## src/rtl/score_pkg.sv

```systemverilog
// score_pkg: shared constants and types for the score_keeper block.
// Holds the per-size bubble values, the death penalty, datapath widths
// and the roll-up FSM state encoding.
`timescale 1ns/1ps
package score_pkg;

    // Width of every score value seen outside the block.
    localparam int SCORE_W = 16;

    // Signed width of the event sum. It has headroom for MAX_SCORE plus the
    // largest single-cycle gain, and also holds the worst negative result.
    localparam int SUM_W = 18;

    // Points per bubble size. Smaller bubbles are harder to hit, so they
    // score more.
    localparam logic [SCORE_W-1:0] HIT_POINTS [0:3] = '{
        SCORE_W'(200), SCORE_W'(150), SCORE_W'(100), SCORE_W'(50)
    };

    // Points removed when the player loses a life.
    localparam int DEATH_PENALTY = 300;

    // Roll-up animation states.
    typedef enum logic {
        IDLE,
        ROLL
    } roll_state_e;

endpackage

```

## src/rtl/score_keeper_if.sv

```systemverilog
// score_keeper_if: scoring events into the block and score outputs
// toward the seven-segment digit splitter. The master drives events;
// the slave (score_keeper) drives the scores and status flags.
`timescale 1ns/1ps
interface score_keeper_if;
    import score_pkg::*;

    logic               clear;
    logic               hit_valid;
    logic [1:0]         hit_size;
    logic               bonus_valid;
    logic [9:0]         bonus_in;
    logic               death_valid;
    logic [SCORE_W-1:0] target_score;
    logic [SCORE_W-1:0] display_score;
    logic               busy;
    logic               saturated;

    modport master (
        output clear, hit_valid, hit_size, bonus_valid, bonus_in, death_valid,
        input  target_score, display_score, busy, saturated
    );

    modport slave (
        input  clear, hit_valid, hit_size, bonus_valid, bonus_in, death_valid,
        output target_score, display_score, busy, saturated
    );

endinterface

```

## src/rtl/score_tick_gen.sv

```systemverilog
// score_tick_gen: free-running divider that counts 0..TICK_DIV-1 and
// pulses tick_o for one cycle on the terminal count. Only instantiated
// when SCORE_ROLLUP_EN is defined. TICK_DIV must be at least 2.
`timescale 1ns/1ps
module score_tick_gen #(
    parameter int TICK_DIV = 500000
) (
    input  logic clk,
    input  logic reset,
    input  logic clear_i,
    output logic tick_o
);

    localparam int CNT_W = $clog2(TICK_DIV);
    localparam logic [CNT_W-1:0] LAST = CNT_W'(TICK_DIV - 1);

    logic [CNT_W-1:0] cnt_q;

    // Counter wraps on its own; only reset and game restart realign it.
    // NOTE: state registers use non-blocking assignments so every flop
    // samples the pre-edge values and simulation matches the hardware.
    always_ff @(posedge clk or posedge reset) begin
        if (reset) begin
            cnt_q <= '0;
        end else if (clear_i || cnt_q == LAST) begin
            cnt_q <= '0;
        end else begin
            cnt_q <= cnt_q + 1'b1;
        end
    end

    assign tick_o = (cnt_q == LAST);

endmodule

```

## src/rtl/score_keeper.sv

```systemverilog
// score_keeper: accumulates per-frame scoring events into a target score
// clamped to 0..MAX_SCORE, and drives a display score for the 4-digit
// seven-segment splitter.
// Build option SCORE_ROLLUP_EN: when defined, the display score counts up
// toward the target on divider ticks; when undefined, the display is the
// target delayed by one cycle and busy is held low.
`timescale 1ns/1ps
module score_keeper
    import score_pkg::*;
#(
    parameter int MAX_SCORE   = 9999,
    parameter int TICK_DIV    = 500000,
    parameter int FAST_THRESH = 10
) (
    input  logic          clk,
    input  logic          reset,
    score_keeper_if.slave bus
);

    localparam logic signed [SUM_W-1:0] MAX_SUM = SUM_W'(MAX_SCORE);
    localparam logic [SCORE_W-1:0]      MAX_VAL = SCORE_W'(MAX_SCORE);

    logic [SCORE_W-1:0]      target_q, target_d;
    logic                    sat_q;
    logic signed [SUM_W-1:0] delta, sum;
    logic [SCORE_W-1:0]      display_q;

    // Sum all events of this cycle and clamp the result into 0..MAX_SCORE.
    // NOTE: every signal written here gets a value on every path (defaults
    // or full if/else chains), so no latch is inferred.
    always_comb begin
        delta = '0;
        if (bus.hit_valid) begin
            delta = delta + $signed({{(SUM_W-SCORE_W){1'b0}}, HIT_POINTS[bus.hit_size]});
        end
        if (bus.bonus_valid) begin
            delta = delta + $signed({{(SUM_W-10){1'b0}}, bus.bonus_in});
        end
        if (bus.death_valid) begin
            delta = delta - $signed(SUM_W'(DEATH_PENALTY));
        end
        sum = $signed({{(SUM_W-SCORE_W){1'b0}}, target_q}) + delta;
        if (sum < 0) begin
            target_d = '0;
        end else if (sum > MAX_SUM) begin
            target_d = MAX_VAL;
        end else begin
            target_d = sum[SCORE_W-1:0];
        end
    end

    // Target score and saturation flag; restart wins over any event.
    always_ff @(posedge clk or posedge reset) begin
        if (reset) begin
            target_q <= '0;
            sat_q    <= 1'b0;
        end else if (bus.clear) begin
            target_q <= '0;
            sat_q    <= 1'b0;
        end else begin
            target_q <= target_d;
            sat_q    <= (target_d == MAX_VAL);
        end
    end

`ifdef SCORE_ROLLUP_EN
    localparam logic [SCORE_W-1:0] FAST_VAL  = SCORE_W'(FAST_THRESH);
    localparam logic [SCORE_W-1:0] STEP_FAST = SCORE_W'(10);
    localparam logic [SCORE_W-1:0] STEP_SLOW = SCORE_W'(1);

    roll_state_e        state_q, state_d;
    logic [SCORE_W-1:0] display_d;
    logic [SCORE_W-1:0] gap;
    logic               tick;

    score_tick_gen #(
        .TICK_DIV (TICK_DIV)
    ) u_tick_gen (
        .clk     (clk),
        .reset   (reset),
        .clear_i (bus.clear),
        .tick_o  (tick)
    );

    // Roll-up FSM: climb toward the target on ticks, snap down at once.
    always_comb begin
        state_d   = state_q;
        display_d = display_q;
        gap       = target_q - display_q;
        case (state_q)
            IDLE: begin
                if (display_q < target_q) begin
                    state_d = ROLL;
                end else if (display_q > target_q) begin
                    display_d = target_q;
                end
            end
            ROLL: begin
                if (display_q >= target_q) begin
                    // Target fell to or below the display: no roll-down.
                    display_d = target_q;
                    state_d   = IDLE;
                end else if (tick) begin
                    // A 10-point step is only taken when it cannot overshoot.
                    if (gap >= FAST_VAL && gap >= STEP_FAST) begin
                        display_d = display_q + STEP_FAST;
                    end else begin
                        display_d = display_q + STEP_SLOW;
                    end
                    if (display_d == target_q) begin
                        state_d = IDLE;
                    end
                end
            end
            default: begin
                state_d = IDLE;
            end
        endcase
    end

    // FSM state and display register.
    always_ff @(posedge clk or posedge reset) begin
        if (reset) begin
            state_q   <= IDLE;
            display_q <= '0;
        end else if (bus.clear) begin
            state_q   <= IDLE;
            display_q <= '0;
        end else begin
            state_q   <= state_d;
            display_q <= display_d;
        end
    end

    assign bus.busy = (state_q == ROLL);
`else
    // Divider settings only matter for the animated display.
    logic unused_cfg;
    assign unused_cfg = ^{TICK_DIV, FAST_THRESH};

    // Display follows the target one cycle later.
    always_ff @(posedge clk or posedge reset) begin
        if (reset) begin
            display_q <= '0;
        end else if (bus.clear) begin
            display_q <= '0;
        end else begin
            display_q <= target_q;
        end
    end

    assign bus.busy = 1'b0;
`endif

    assign bus.target_score  = target_q;
    assign bus.display_score = display_q;
    assign bus.saturated     = sat_q;

endmodule

```

## src/flat_wrapper.sv

```systemverilog
// flat-port wrapper written by rule: the top's interface ports become plain ports
module score_keeper_flat import score_pkg::*;
#(
    parameter int MAX_SCORE   = 9999,
    parameter int TICK_DIV    = 500000,
    parameter int FAST_THRESH = 10
)
  (clk, reset, bus_clear, bus_hit_valid, bus_hit_size, bus_bonus_valid, bus_bonus_in, bus_death_valid, bus_target_score, bus_display_score, bus_busy, bus_saturated);
  score_keeper_if bus_i ();
  input  logic clk;
  input  logic reset;
  input wire logic [$bits(bus_i.clear)-1:0] bus_clear;
  input wire logic [$bits(bus_i.hit_valid)-1:0] bus_hit_valid;
  input wire logic [$bits(bus_i.hit_size)-1:0] bus_hit_size;
  input wire logic [$bits(bus_i.bonus_valid)-1:0] bus_bonus_valid;
  input wire logic [$bits(bus_i.bonus_in)-1:0] bus_bonus_in;
  input wire logic [$bits(bus_i.death_valid)-1:0] bus_death_valid;
  output wire logic [$bits(bus_i.target_score)-1:0] bus_target_score;
  output wire logic [$bits(bus_i.display_score)-1:0] bus_display_score;
  output wire logic [$bits(bus_i.busy)-1:0] bus_busy;
  output wire logic [$bits(bus_i.saturated)-1:0] bus_saturated;
  assign bus_i.clear = bus_clear;
  assign bus_i.hit_valid = bus_hit_valid;
  assign bus_i.hit_size = bus_hit_size;
  assign bus_i.bonus_valid = bus_bonus_valid;
  assign bus_i.bonus_in = bus_bonus_in;
  assign bus_i.death_valid = bus_death_valid;
  assign bus_target_score = bus_i.target_score;
  assign bus_display_score = bus_i.display_score;
  assign bus_busy = bus_i.busy;
  assign bus_saturated = bus_i.saturated;
  score_keeper #(.MAX_SCORE(MAX_SCORE), .TICK_DIV(TICK_DIV), .FAST_THRESH(FAST_THRESH)) u_core (.clk(clk), .reset(reset), .bus(bus_i));
endmodule
```

## config.mk

```make
export PLATFORM = sky130hd
export DESIGN_NAME = score_keeper_flat
export DESIGN_NICKNAME = d
export VERILOG_FILES = /design/src/rtl/score_pkg.sv /design/src/rtl/score_keeper_if.sv /design/src/rtl/score_tick_gen.sv /design/src/rtl/score_keeper.sv /design/src/flat_wrapper.sv
export SDC_FILE = /design/constraint.sdc
export NUM_CORES = 1
export LEC_CHECK = 0
export BUFFER_PORTS_ARGS = -buffer_cell sky130_fd_sc_hd__clkbuf_2
export CAP_MARGIN = 20
export CORE_MARGIN = 10
export CORE_UTILIZATION = 45
export DETAILED_ROUTE_END_ITERATION = 6
export GPL_TIMING_DRIVEN = 0
export HOLD_SLACK_MARGIN = 0.06
export PLACE_DENSITY_LB_ADDON = 0.15
export SYNTH_ARGS = -nofsm -noshare
export SYNTH_HDL_FRONTEND = slang
export SYNTH_SLANG_ARGS = --single-unit
```

## constraint.sdc

```tcl
create_clock -name clk -period 3.95 [get_ports clk]
set_clock_uncertainty 0.05 [all_clocks]
set_input_delay 0.395 -clock clk [delete_from_list [all_inputs] [get_ports clk]]
set_output_delay 0.395 -clock clk [all_outputs]
set_load 0.005 [all_outputs]
```

==> results of run 1 <==
==> sequential cells by signal, summed over array words and instances (netlist names) <==
signal	count
u_core.bus.saturated	1
u_core.bus.target_score	16
u_core.bus.display_score	16
==> layout make-up <==
| type | instances | area, sq um | area share [%] |
|---|---|---|---|
| multi-input combinational | 268 | 2317 | 56.09 |
| sequential | 33 | 825.8 | 19.99 |
| timing repair buffer | 94 | 658.1 | 15.93 |
| tap | 75 | 93.84 | 2.271 |
| buffer | 9 | 85.08 | 2.059 |
| clock buffer | 6 | 72.57 | 1.757 |
| inverter | 17 | 68.82 | 1.666 |
| clock inverter | 2 | 10.01 | 0.2423 |
==> per-stage QoR <==
stage,std cells,power (mW),hold slack [ps]
floorplan,328,0.8229,410.6
global placement,452,0.9459,473.9
detailed placement,453,0.9611,320.8
CTS,493,1.301,366.6
global route,504,1.490,386.0
finish,504,1.398,367.6
==> cell usage after synthesis, types with 6 or more instances <==
cell type	count	share of area [%]
inv_1	17	2.2
a21oi_1	23	4.0
dfrtp_1	33	29
ha_1	25	11
nand2_1	22	2.9
nand3_1	7	1.2
xnor2_1	15	4.6
nor2_1	20	2.6
o21ai_0	20	3.5
nor3_1	7	1.2
nor2b_1	22	4.8
xor2_1	7	2.1
o211ai_1	6	1.6
and2_1	10	2.2
==> final timing paths <==
kind                            cells after the start                                      to  slack, ps                                 start
max in group asynchronous                           4   u_core.bus.display_score[2]$_DFF_PP0_       2840                                 reset
worst min-delay path                                2  u_core.bus.display_score[11]$_DFF_PP0_        370                             bus_clear
worst max-delay path                               25    u_core.bus.target_score[5]$_DFF_PP0_      -1030                       bus_hit_size[0]
worst min register to register                      1   u_core.bus.display_score[0]$_DFF_PP0_        490  u_core.bus.target_score[0]$_DFF_PP0_
min in group asynchronous                           3  u_core.bus.display_score[14]$_DFF_PP0_        560                                 reset
worst max register to register                     13    u_core.bus.target_score[5]$_DFF_PP0_        770  u_core.bus.target_score[0]$_DFF_PP0_
==> repair_timing <==
item / in CTS / in global routing
hold endpoints to repair: 7 / 0
gates resized for setup: 21 / 39
pin swaps: 28 / 35
setup buffers: 30 / 13
cloned: 1 / 0
setup endpoints to repair: 15 / 15
hold buffers: 1 / 0
==> logic make-up after synthesis <==
family          count (synthesis)
fa+ha+maj                      27
flops                          33
simple gates                  118
compound gates                 97
mux                             1
other cells                     1
xor+xnor                       22
buf+inv                        27
==> layer usage <==
layer	GRT usage [%]	wire (microns)
met5	0	0
met1	17.34	3353
met2	26.68	3930
met3	2.699	375
met4	6.505	167
==> power by group through the flow <==
| stage | Sequential [mW] | Combinational, mW | Clock (mW) |
|---|---|---|---|
| 5_1_grt | 0.391 | 0.844 | 0.255 |
| 3_3_place_gp | 0.391 | 0.554 | 0 |
| 4_1_cts | 0.387 | 0.670 | 0.244 |
| 2_1_floorplan | 0.390 | 0.432 | 0 |
| 6_report | 0.387 | 0.772 | 0.239 |
| 3_5_place_dp | 0.393 | 0.568 | 0 |
==> run metrics, run 1 <==
Critical Path RT=4070 ps; setup TNS=-15030 ps; CTS H-tree lvls=2; IO buf count=49; Initial Util=47.17%; max frequency=200.8 MHz; Syn Area/Cell=8.770 sq um; GR Util All Layers=~15%; Post-Synth Simple-Gate Area=between 20 and 25%; dpl hpwl=5.817 mm; layout cells sized above 1=41.26%; first drt pass iteration count=4; ant diodes=0; Synth Area in Compound Gates=24.20%; Core ar.=slightly above 6000 sq um; Clock Path Buffers=2; area grow syn2layout=44.51%; RD Place Congestion=0.8373; post-route minimum period=approximately 5000 ps; sequential power share=27.7%; Sw Share=a little under two fifths; Area after DPL=between 3000 and 4000 sq um; DRT iter0 DRCs=67; slowest CP cell=or4b_4; Post-Syn Area=about 2900 sq um; Die Width=99.71 microns; most frequent cells in the layout=clkbuf_2 (46), buf_4 (41), dfrtp_1 (33); via/cell ratio=around 5.6; final core occ=68.17%; clock buffer count from CTS=5; Layout fillers=473; antenna violations before repair=0; adder-cell share of the synthesized area=between 10% and 20%; EDFF count, synth=0; worst hold path class=input port to flop; Worst Tran Pin Value=approximately 700 ps; Final Instance Area=between 4000 and 5000 sq um; worst-skew pair later-pin latency=between 200 and 300 ps; CP arrival=5100 ps; CTS tree=built; power per cell area=~340 nW/um^2; P_sw=0.5313 mW; Distinct cells, synth=66; failing checks=setup timing; Max IR drop VDD=326.4 uV; Bufs and invs on worst path=5; chip height=99.71 microns; startpoint types=input port; mux cell area share after synthesis=less than 1%; crit end category=flop; worst slack at placement=-1668 ps; cells after synthesis=about 330; placement row count=28; max incr delay on CP=490 ps; first-pass GRT wire length=approximately 13 mm; Clock Power Share=between 10% and 20%; clock root buffer=clkbuf_8; RSZ-0062 raised after global routing=true; WS Path Type=input port to flop; Final Hold Viols=0; vias after detailed routing=2822; final worst slack=-1030 ps; sequential area share after synthesis=28.88%; die area=9941 sq um; Pint=0.8668 mW; DRT Wirelength=7.827 mm; Comb power frac=55.2%; IO Count=52; critical path's top delay family=compound AO/OA/AOI/OAI gates; Async SR Flop Fraction=100.0%; vias in the first global route=2775; DR DRC count=0; largest family of logic cells by synthesized area=compound AO/OA/AOI/OAI gates; total gr overflow=0; Synthesis Warnings=0; Final period util=126.1%; Nets=472; Clock transition at path regs=about 70 ps; Post-Synth XOR/XNOR Area=a little under 7%; max-slew violation count=0; relative slew slack=53.39%; max_cap viols=0; Routed Antenna Nets=0; clk sink count=33; Worst Path Max Fanout=5; leakage power=1.944 nW; status=finished with violations; commonest non-fill, non-tap cell in the layout=clkbuf_2; DR WL/cell=between 15 and 20 microns; Synth Register Bits=33; Main synth FF type=dfrtp_1; largest net degree at the start of global routing=27; Setup Viol. Count Final=15
Power figures use the tool's default switching activity.
==> run 2, diff against run 1 <==
- ABC_AREA: not set -> 1
- clock period: 3.95 -> 5.2 ns (I/O delays scaled with it)
==> run 2 against run 1 <==
Synthesized area is 8.0% higher. Critical path depth up 6. Register-to-register slack improved by 1400 ps. The run now ends clean. Count of clock-buffer cells in the layout decreased by 1. Routed wire length is 2.9% higher. Via count increased by 3.2%. Global-route usage grew 0.61 points. Sequential power fell by 24%. Largest cell class unchanged.
==> run metrics, run 2 <==
status=complete, no violations (was finished with violations); CTS tree=built (unchanged); clock root buffer=clkbuf_8 (unchanged); Final Hold Viols=0 (unchanged); Seq. cell area=825.8 sq um (unchanged); Worst Tran Pin Value=571.6 ps (was 691.9 ps); Async SR Flop Fraction=100.0% (unchanged); Final Instance Area=3548 sq um (was 4131 sq um); post-synth top area share=26.75% (was 28.88%); max frequency=212.8 MHz; mux cell area share after synthesis=0.3648% (was 0.3939%); clock buffer count from CTS=5 (unchanged); CP most frequent cell=nand2_1; layout cells sized above 1=20.86% (was 41.26%); leakage power=2.133 nW (was 1.944 nW); Syn Area/Cell=6.799 sq um (was 8.770 sq um); Post-Synth XOR/XNOR Area=3.121% (was 6.740%); Clock transition at path regs=80 ps (was 70 ps); vias in the first global route=2841 (was 2775); Layout fillers=685 (was 473); Nets=556 (was 472); slowest CP cell=ha_1 (was or4b_4); max incr delay on CP=320 ps (was 490 ps); final core occ=52.81% (was 68.17%); relative slew slack=61.85% (was 53.39%); Routed Antenna Nets=0 (unchanged); Synth Register Bits=33 (unchanged); r2r worst-path depth=17 (was 13); synth top area cells=dfrtp_1 (27%), nand2_1 (14%), inv_1 (10%) (was dfrtp_1 (29%), ha_1 (11%), nor2b_1 (4.8%)); Finished Layout Cells=593 (was 504); startpoint types=input port (unchanged); DR WL/cell=13.58 microns (was 15.53 microns); largest family of logic cells by synthesized area=simple AND/OR/NAND/NOR gates (was compound AO/OA/AOI/OAI gates); RSZ-0062 raised after global routing=false (was true); crit end category=flop (unchanged); max_cap viols=0 (unchanged); worst-skew pair later-pin latency=290 ps (was 280 ps); Die Width=102.8 microns (was 99.71 microns); largest net degree at the start of global routing=22 (was 27); clk sink count=33 (unchanged); Crit. Startpoint=bus_hit_size[1] (was bus_hit_size[0]); vias after detailed routing=2913 (was 2822); Area after DPL=3462 sq um (was 3397 sq um); post-route minimum period=4700 ps; Hold WS=206.5 ps (was 367.6 ps); max-slew violation count=0 (unchanged); IO Count=52 (unchanged); r2r setup slk=2180 ps (was 770 ps); cells after synthesis=454 (was 326); DRT iter0 DRCs=149 (was 67); Post-Synth Simple-Gate Area=36.97% (was 23.15%); Final period util=90.38%; Clock Path Buffers=2 (unchanged); DRT Wirelength=8.053 mm (was 7.827 mm); FF-to-FF End=u_core.bus.saturated$_DFF_PP0_ (was u_core.bus.target_score[5]$_DFF_PP0_); hold_buf cts=0 (was 1); adder-cell share of the synthesized area=10.78% (was 12.04%); placement row count=30 (was 28); placed cell count=585 (was 453); top cell type by total area after synthesis=dfrtp_1 (unchanged); via/cell ratio=4.912 (was 5.599); dpl hpwl=6.791 mm (was 5.817 mm); chip height=102.8 microns (was 99.71 microns); commonest non-fill, non-tap cell in the layout=nand2_1 (was clkbuf_2); area grow syn2layout=14.96% (was 44.51%); first drt pass iteration count=4 (unchanged); RD Place Congestion=0.8986 (was 0.8373); IO buf count=48 (was 49); Initial Util=45.94% (was 47.17%); EDFF count, synth=0 (unchanged); sequential area share after synthesis=26.75% (was 28.88%); Main synth FF type=dfrtp_1 (unchanged); Worst Path Max Fanout=6 (was 5); DR DRC count=0 (unchanged); Post-synth top cells=nand2_1 (112), inv_1 (84), nor2_1 (49), nand3_1 (34), dfrtp_1 (33) (was dfrtp_1 (33), ha_1 (25), a21oi_1 (23), nand2_1 (22), nor2b_1 (22)); Core ar.=6719 sq um (was 6061 sq um); ant diodes=0 (unchanged); worst hold path class=input port to async pin (was input port to flop); Synth Area in Compound Gates=9.688% (was 24.20%); Multi-input gate area=1892 sq um (was 2317 sq um); Setup Viol. Count Final=0 (was 15); die area=10570 sq um (was 9941 sq um); Worst R2R Start=u_core.bus.target_score[0]$_DFF_PP0_ (unchanged); Synthesis Warnings=0 (unchanged); Distinct cells, synth=40 (was 66); Max IR drop VDD=162.8 uV (was 326.4 uV); WS Path Type=input port to flop (unchanged); CTS H-tree lvls=2 (unchanged); first-pass GRT wire length=13.30 mm (was 12.62 mm); Post-Syn Area=3087 sq um (was 2859 sq um); GR Util All Layers=15.72% (was 15.11%); Setup crit end=u_core.bus.saturated$_DFF_PP0_ (was u_core.bus.target_score[5]$_DFF_PP0_); Critical Path RT=5320 ps (was 4070 ps); antenna violations before repair=0 (unchanged); setup TNS=0 ps (was -15030 ps); CP arrival=4820 ps (was 5100 ps); total gr overflow=0 (unchanged); most frequent cells in the layout=nand2_1 (112), inv_1 (84), nor2_1 (49) (was clkbuf_2 (46), buf_4 (41), dfrtp_1 (33)); power per cell area=261.8 nW/um^2 (was 338.4 nW/um^2); most common cell in the netlist=nand2_1 (was dfrtp_1)
==> run 2: kinds of logic (layout without fill, tap and decap cells) <==
family / count (synthesis) / in the layout
AOI/OAI and AO/OA: 45 / 45
xor gates and xnor gates: 11 / 11
adders and majority gates: 26 / 26
buffers and inverters: 96 / 153
DFF: 33 / 33
muxes: 1 / 1
other: 1 / 3
and+or+nand+nor: 241 / 241
==> run 2: what timing repair did <==
item	CTS	global route
resized for setup	0	2
buffers inserted	0	0
setup endpoints to repair	0	12
hold endpoints to repair	0	0
==> run 2: where the power goes <==
part	internal, mW	total (mW)	leakage, nW	switching [mW]
clock	0.0924	0.195	0.0439	0.102
combinational	0.155	0.441	1.65	0.287
sequential	0.278	0.293	0.436	0.0151
==> run 2: per-stage QoR <==
| step | setup slack [ps] | power [mW] |
|---|---|---|
| floorplan | 932.8 | 0.6193 |
| global placement | 110.0 | 0.7305 |
| detailed placement | 89.14 | 0.7374 |
| CTS | 379.9 | 0.9380 |
| global route | 5.824 | 1.010 |
| finish | 500.3 | 0.9291 |
==> run 2: critical path, delay by kind of cell <==
kind | cells | cell delay, ps
adders and majority gates | 3 | 880
and+or+nand+nor | 17 | 1650
AOI/OAI and AO/OA | 7 | 1400
buffers and inverters | 4 | 360
==> run 2: metal layers <==
metal	vias to the layer above	global-route usage [%]	wire, microns
met2	56	27.28	3779
met4	0	5.134	171
met1	1301	19.47	3799
li1	1542	-	-
met5	-	0	0
met3	14	2.346	303
==> run 2: worst min-delay path by stage <==
| stage | start | endpoint | depth (start not counted) |
|---|---|---|---|
| 3_5_place_dp | u_core.bus.target_score[13]$_DFF_PP0_ | u_core.bus.display_score[13]$_DFF_PP0_ | 2 |
| 3_3_place_gp | u_core.bus.target_score[14]$_DFF_PP0_ | u_core.bus.display_score[14]$_DFF_PP0_ | 2 |
| 5_1_grt | reset | u_core.bus.display_score[13]$_DFF_PP0_ | 2 |
| 2_1_floorplan | u_core.bus.target_score[0]$_DFF_PP0_ | u_core.bus.display_score[0]$_DFF_PP0_ | 2 |
| 4_1_cts | reset | u_core.bus.target_score[10]$_DFF_PP0_ | 2 |
| 6_report | reset | u_core.bus.target_score[10]$_DFF_PP0_ | 2 |
==> run 2: cell type report <==
class | instances | share of cell area [%]
Multi-Input combinational cell | 327 | 53.31
Sequential cell | 33 | 23.27
Inverter | 90 | 9.591
Timing Repair Buffer | 49 | 7.546
Tap cell | 80 | 2.821
Clock buffer | 5 | 1.939
Buffer | 6 | 1.023
Clock inverter | 3 | 0.4937
==> run 3, diff against run 2 <==
==> constraint.sdc (replaced) <==
create_clock -name clk -period 5.2 [get_ports clk]
set_clock_uncertainty 0.05 [all_clocks]
set_input_delay 1.04 -clock clk [delete_from_list [all_inputs] [get_ports clk]]
set_output_delay 1.04 -clock clk [all_outputs]
set_load 0.005 [all_outputs]
==> run 3 against run 2 <==
First-iteration DRC count decreased by 14%. Flip-flop and latch count unchanged. Sequential power about the same. Global-route usage is essentially flat. Final cell count grew 0.84%. Routed wire length increased by 3.5%. Sequential share of layout area shrank 1.4 points. Setup slack got worse by 270 ps. Count of clock-buffer cells in the layout stayed put. Highest routed layer unchanged.
==> run metrics, run 3 (synthesis results as in run 2) <==
die area=10570 sq um (unchanged); crit end category=flop (unchanged); post-route minimum period=4965 ps (was 4700 ps); critical path's top delay family=simple AND/OR/NAND/NOR gates (unchanged); Bufs and invs on worst path=7 (was 4); largest net degree at the start of global routing=22 (unchanged); r2r setup slk=2180 ps (about the same); power per cell area=264.4 nW/um^2 (was 261.8 nW/um^2); antenna violations before repair=0 (unchanged); via/cell ratio=4.988 (was 4.912); worst hold path class=flop to flop (was input port to async pin); CTS H-tree lvls=2 (unchanged); relative slew slack=61.90% (was 61.85%); Finished Layout Cells=598 (was 593); Core ar.=6719 sq um (unchanged); Seq. cell area=825.8 sq um (unchanged); Multi-input gate area=2082 sq um (was 1892 sq um); GR Util All Layers=15.74% (was 15.72%); max-slew violation count=0 (unchanged); Die Width=102.8 microns (unchanged); Final Hold Viols=0 (unchanged); startpoint types=input port (unchanged); placed cell count=585 (unchanged); leakage power=2.180 nW (was 2.133 nW); vias in the first global route=2845 (was 2841); worst-skew pair later-pin latency=290 ps (about the same); vias after detailed routing=2983 (was 2913); area grow syn2layout=22.42% (was 14.96%); status=complete, no violations (unchanged); CP arrival=5090 ps (was 4820 ps); IO buf count=48 (unchanged); Clock Path Buffers=2 (unchanged); sequential power share=29.5% (was 31.5%); Comb power frac=50.8% (was 47.5%); P_sw=0.4413 mW (was 0.4038 mW); hold_buf cts=0 (unchanged); Clock Power Share=19.7% (was 20.9%); commonest non-fill, non-tap cell in the layout=nand2_1 (unchanged); Critical Path RT=5320 ps (about the same); Worst Tran Pin Value=570.9 ps (was 571.6 ps); placement row count=30 (unchanged); Hold WS=465.8 ps (was 206.5 ps); Sw Share=44.17% (was 43.47%); first-pass GRT wire length=13.32 mm (was 13.30 mm); Layout fillers=658 (was 685); Nets=561 (was 556); r2r worst-path depth=16 (was 17); Setup crit end=u_core.bus.target_score[3]$_DFF_PP0_ (was u_core.bus.saturated$_DFF_PP0_); DR DRC count=0 (unchanged); DRT iter0 DRCs=128 (was 149); layout cells sized above 1=29.15% (was 20.86%); Routed Antenna Nets=0 (unchanged); WS Path Type=input port to flop (unchanged); clock root buffer=clkbuf_8 (unchanged); FF-to-FF End=u_core.bus.target_score[3]$_DFF_PP0_ (was u_core.bus.saturated$_DFF_PP0_); WP depth=30 (was 31); ant diodes=0 (unchanged); clk sink count=33 (unchanged); max_cap viols=0 (unchanged); CTS tree=built (unchanged); first drt pass iteration count=4 (unchanged); RD Place Congestion=0.8986 (unchanged); Max IR drop VDD=162.6 uV (was 162.8 uV); Final period util=95.49% (was 90.38%); Pint=0.5578 mW (was 0.5253 mW); Initial Util=45.94% (unchanged); Clock transition at path regs=70 ps (was 80 ps); DR WL/cell=13.93 microns (was 13.58 microns); total gr overflow=0 (unchanged); IO Count=52 (unchanged); max incr delay on CP=330 ps (was 320 ps); chip height=102.8 microns (unchanged); max frequency=201.4 MHz (was 212.8 MHz); clock buffer count from CTS=5 (unchanged); Crit. Startpoint=bus_hit_size[1] (unchanged); Worst R2R Start=u_core.bus.target_score[0]$_DFF_PP0_ (unchanged); Setup Viol. Count Final=0 (unchanged); DRT Wirelength=8.331 mm (was 8.053 mm); slowest CP cell=ha_1 (unchanged); Worst Path Max Fanout=6 (unchanged); dpl hpwl=6.791 mm (unchanged); most frequent cells in the layout=nand2_1 (102), inv_1 (84), clkbuf_2 (48) (was nand2_1 (112), inv_1 (84), nor2_1 (49))
run 3: cell types whose count changed in the layout (fill, tap and decap cells not counted), moves of 5 or more:
cell,before,now
nand2_2,9,19
buf_4,1,6
a21oi_2,6,13
nand2_1,112,102
ha_1,25,20
a21oi_1,13,5
nor2_2,1,7
nor2_1,49,42
run 3: cell type report:
class	count	area share (%)
multi-input cells	327	55.10
flip-flops and latches	33	21.85
inverters	90	9.073
repair buffers	54	8.079
well taps	80	2.649
clock buffers	5	1.821
plain buffers	6	0.9603
clock inverters	3	0.4636
run 3: per-stage QoR:
step / TNS (ps) / cell area, sq um / setup slack, ps / util, % / total power, mW
3_3_place_gp: -4644 / 3435 / -410.1 / 51.12 / 0.7305
2_1_floorplan: 0 / 3094 / 412.8 / - / 0.6193
4_1_cts: 0 / 3552 / 7.364 / 52.87 / 0.9386
6_report: 0 / 3779 / 234.6 / 56.24 / 0.9991
3_5_place_dp: -4989 / 3462 / -430.9 / 51.53 / 0.7374
5_1_grt: -605.9 / 3779 / -99.71 / 56.24 / 1.080
run 3: timing repair:
item                                   in CTS  in global routing
setup endpoints to repair                  12                 15
endpoints found under the hold margin       0                  0
resized for setup                           2                 49
buffers inserted                            0                  5
pin swaps                                   0                 11
run 3: per-layer routing:
| metal | track usage, % | share of wire [%] | vias to the layer above |
|---|---|---|---|
| met4 | 5.134 | 2.0 | 0 |
| li1 | - | - | 1558 |
| met5 | 0 | 0 | - |
| met3 | 2.346 | 3.4 | 14 |
| met2 | 27.33 | 48 | 52 |
| met1 | 19.47 | 46 | 1359 |
run 3: worst reg2reg max path, stage by stage, from the launching register on:
cell and delay, ps:
dfrtp_1 400, ha_1 240, inv_1 70, fa_1 400, inv_1 140, nand3_1 120
nand2_1 140, nand4_1 160, nand4_1 150, nand2_1 100, nor2_1 130, nand2_1 110
a21oi_4 210, nand3_4 170, buf_4 180, nor2_1 80, nor2_1 70
run 3: power by group through the flow:
stage / Clock (mW) / Combinational, mW / Sequential, mW
finish: 0.196 / 0.508 / 0.295
detailed placement: 0 / 0.439 / 0.299
CTS: 0.203 / 0.442 / 0.293
global placement: 0 / 0.432 / 0.299
floorplan: 0 / 0.322 / 0.297
global route: 0.211 / 0.571 / 0.298
run 3: worst min-delay path by stage:
stage                                                   to                                  start  cells past startpoint  slack [ps]
CTS                  u_core.bus.display_score[4]$_DFF_PP0_   u_core.bus.target_score[4]$_DFF_PP0_                      2         470
global placement    u_core.bus.display_score[14]$_DFF_PP0_  u_core.bus.target_score[14]$_DFF_PP0_                      2         450
floorplan            u_core.bus.display_score[0]$_DFF_PP0_   u_core.bus.target_score[0]$_DFF_PP0_                      2         460
detailed placement  u_core.bus.display_score[13]$_DFF_PP0_  u_core.bus.target_score[13]$_DFF_PP0_                      2         450
finish               u_core.bus.display_score[4]$_DFF_PP0_   u_core.bus.target_score[4]$_DFF_PP0_                      2         470
global route        u_core.bus.display_score[13]$_DFF_PP0_  u_core.bus.target_score[13]$_DFF_PP0_                      2         490
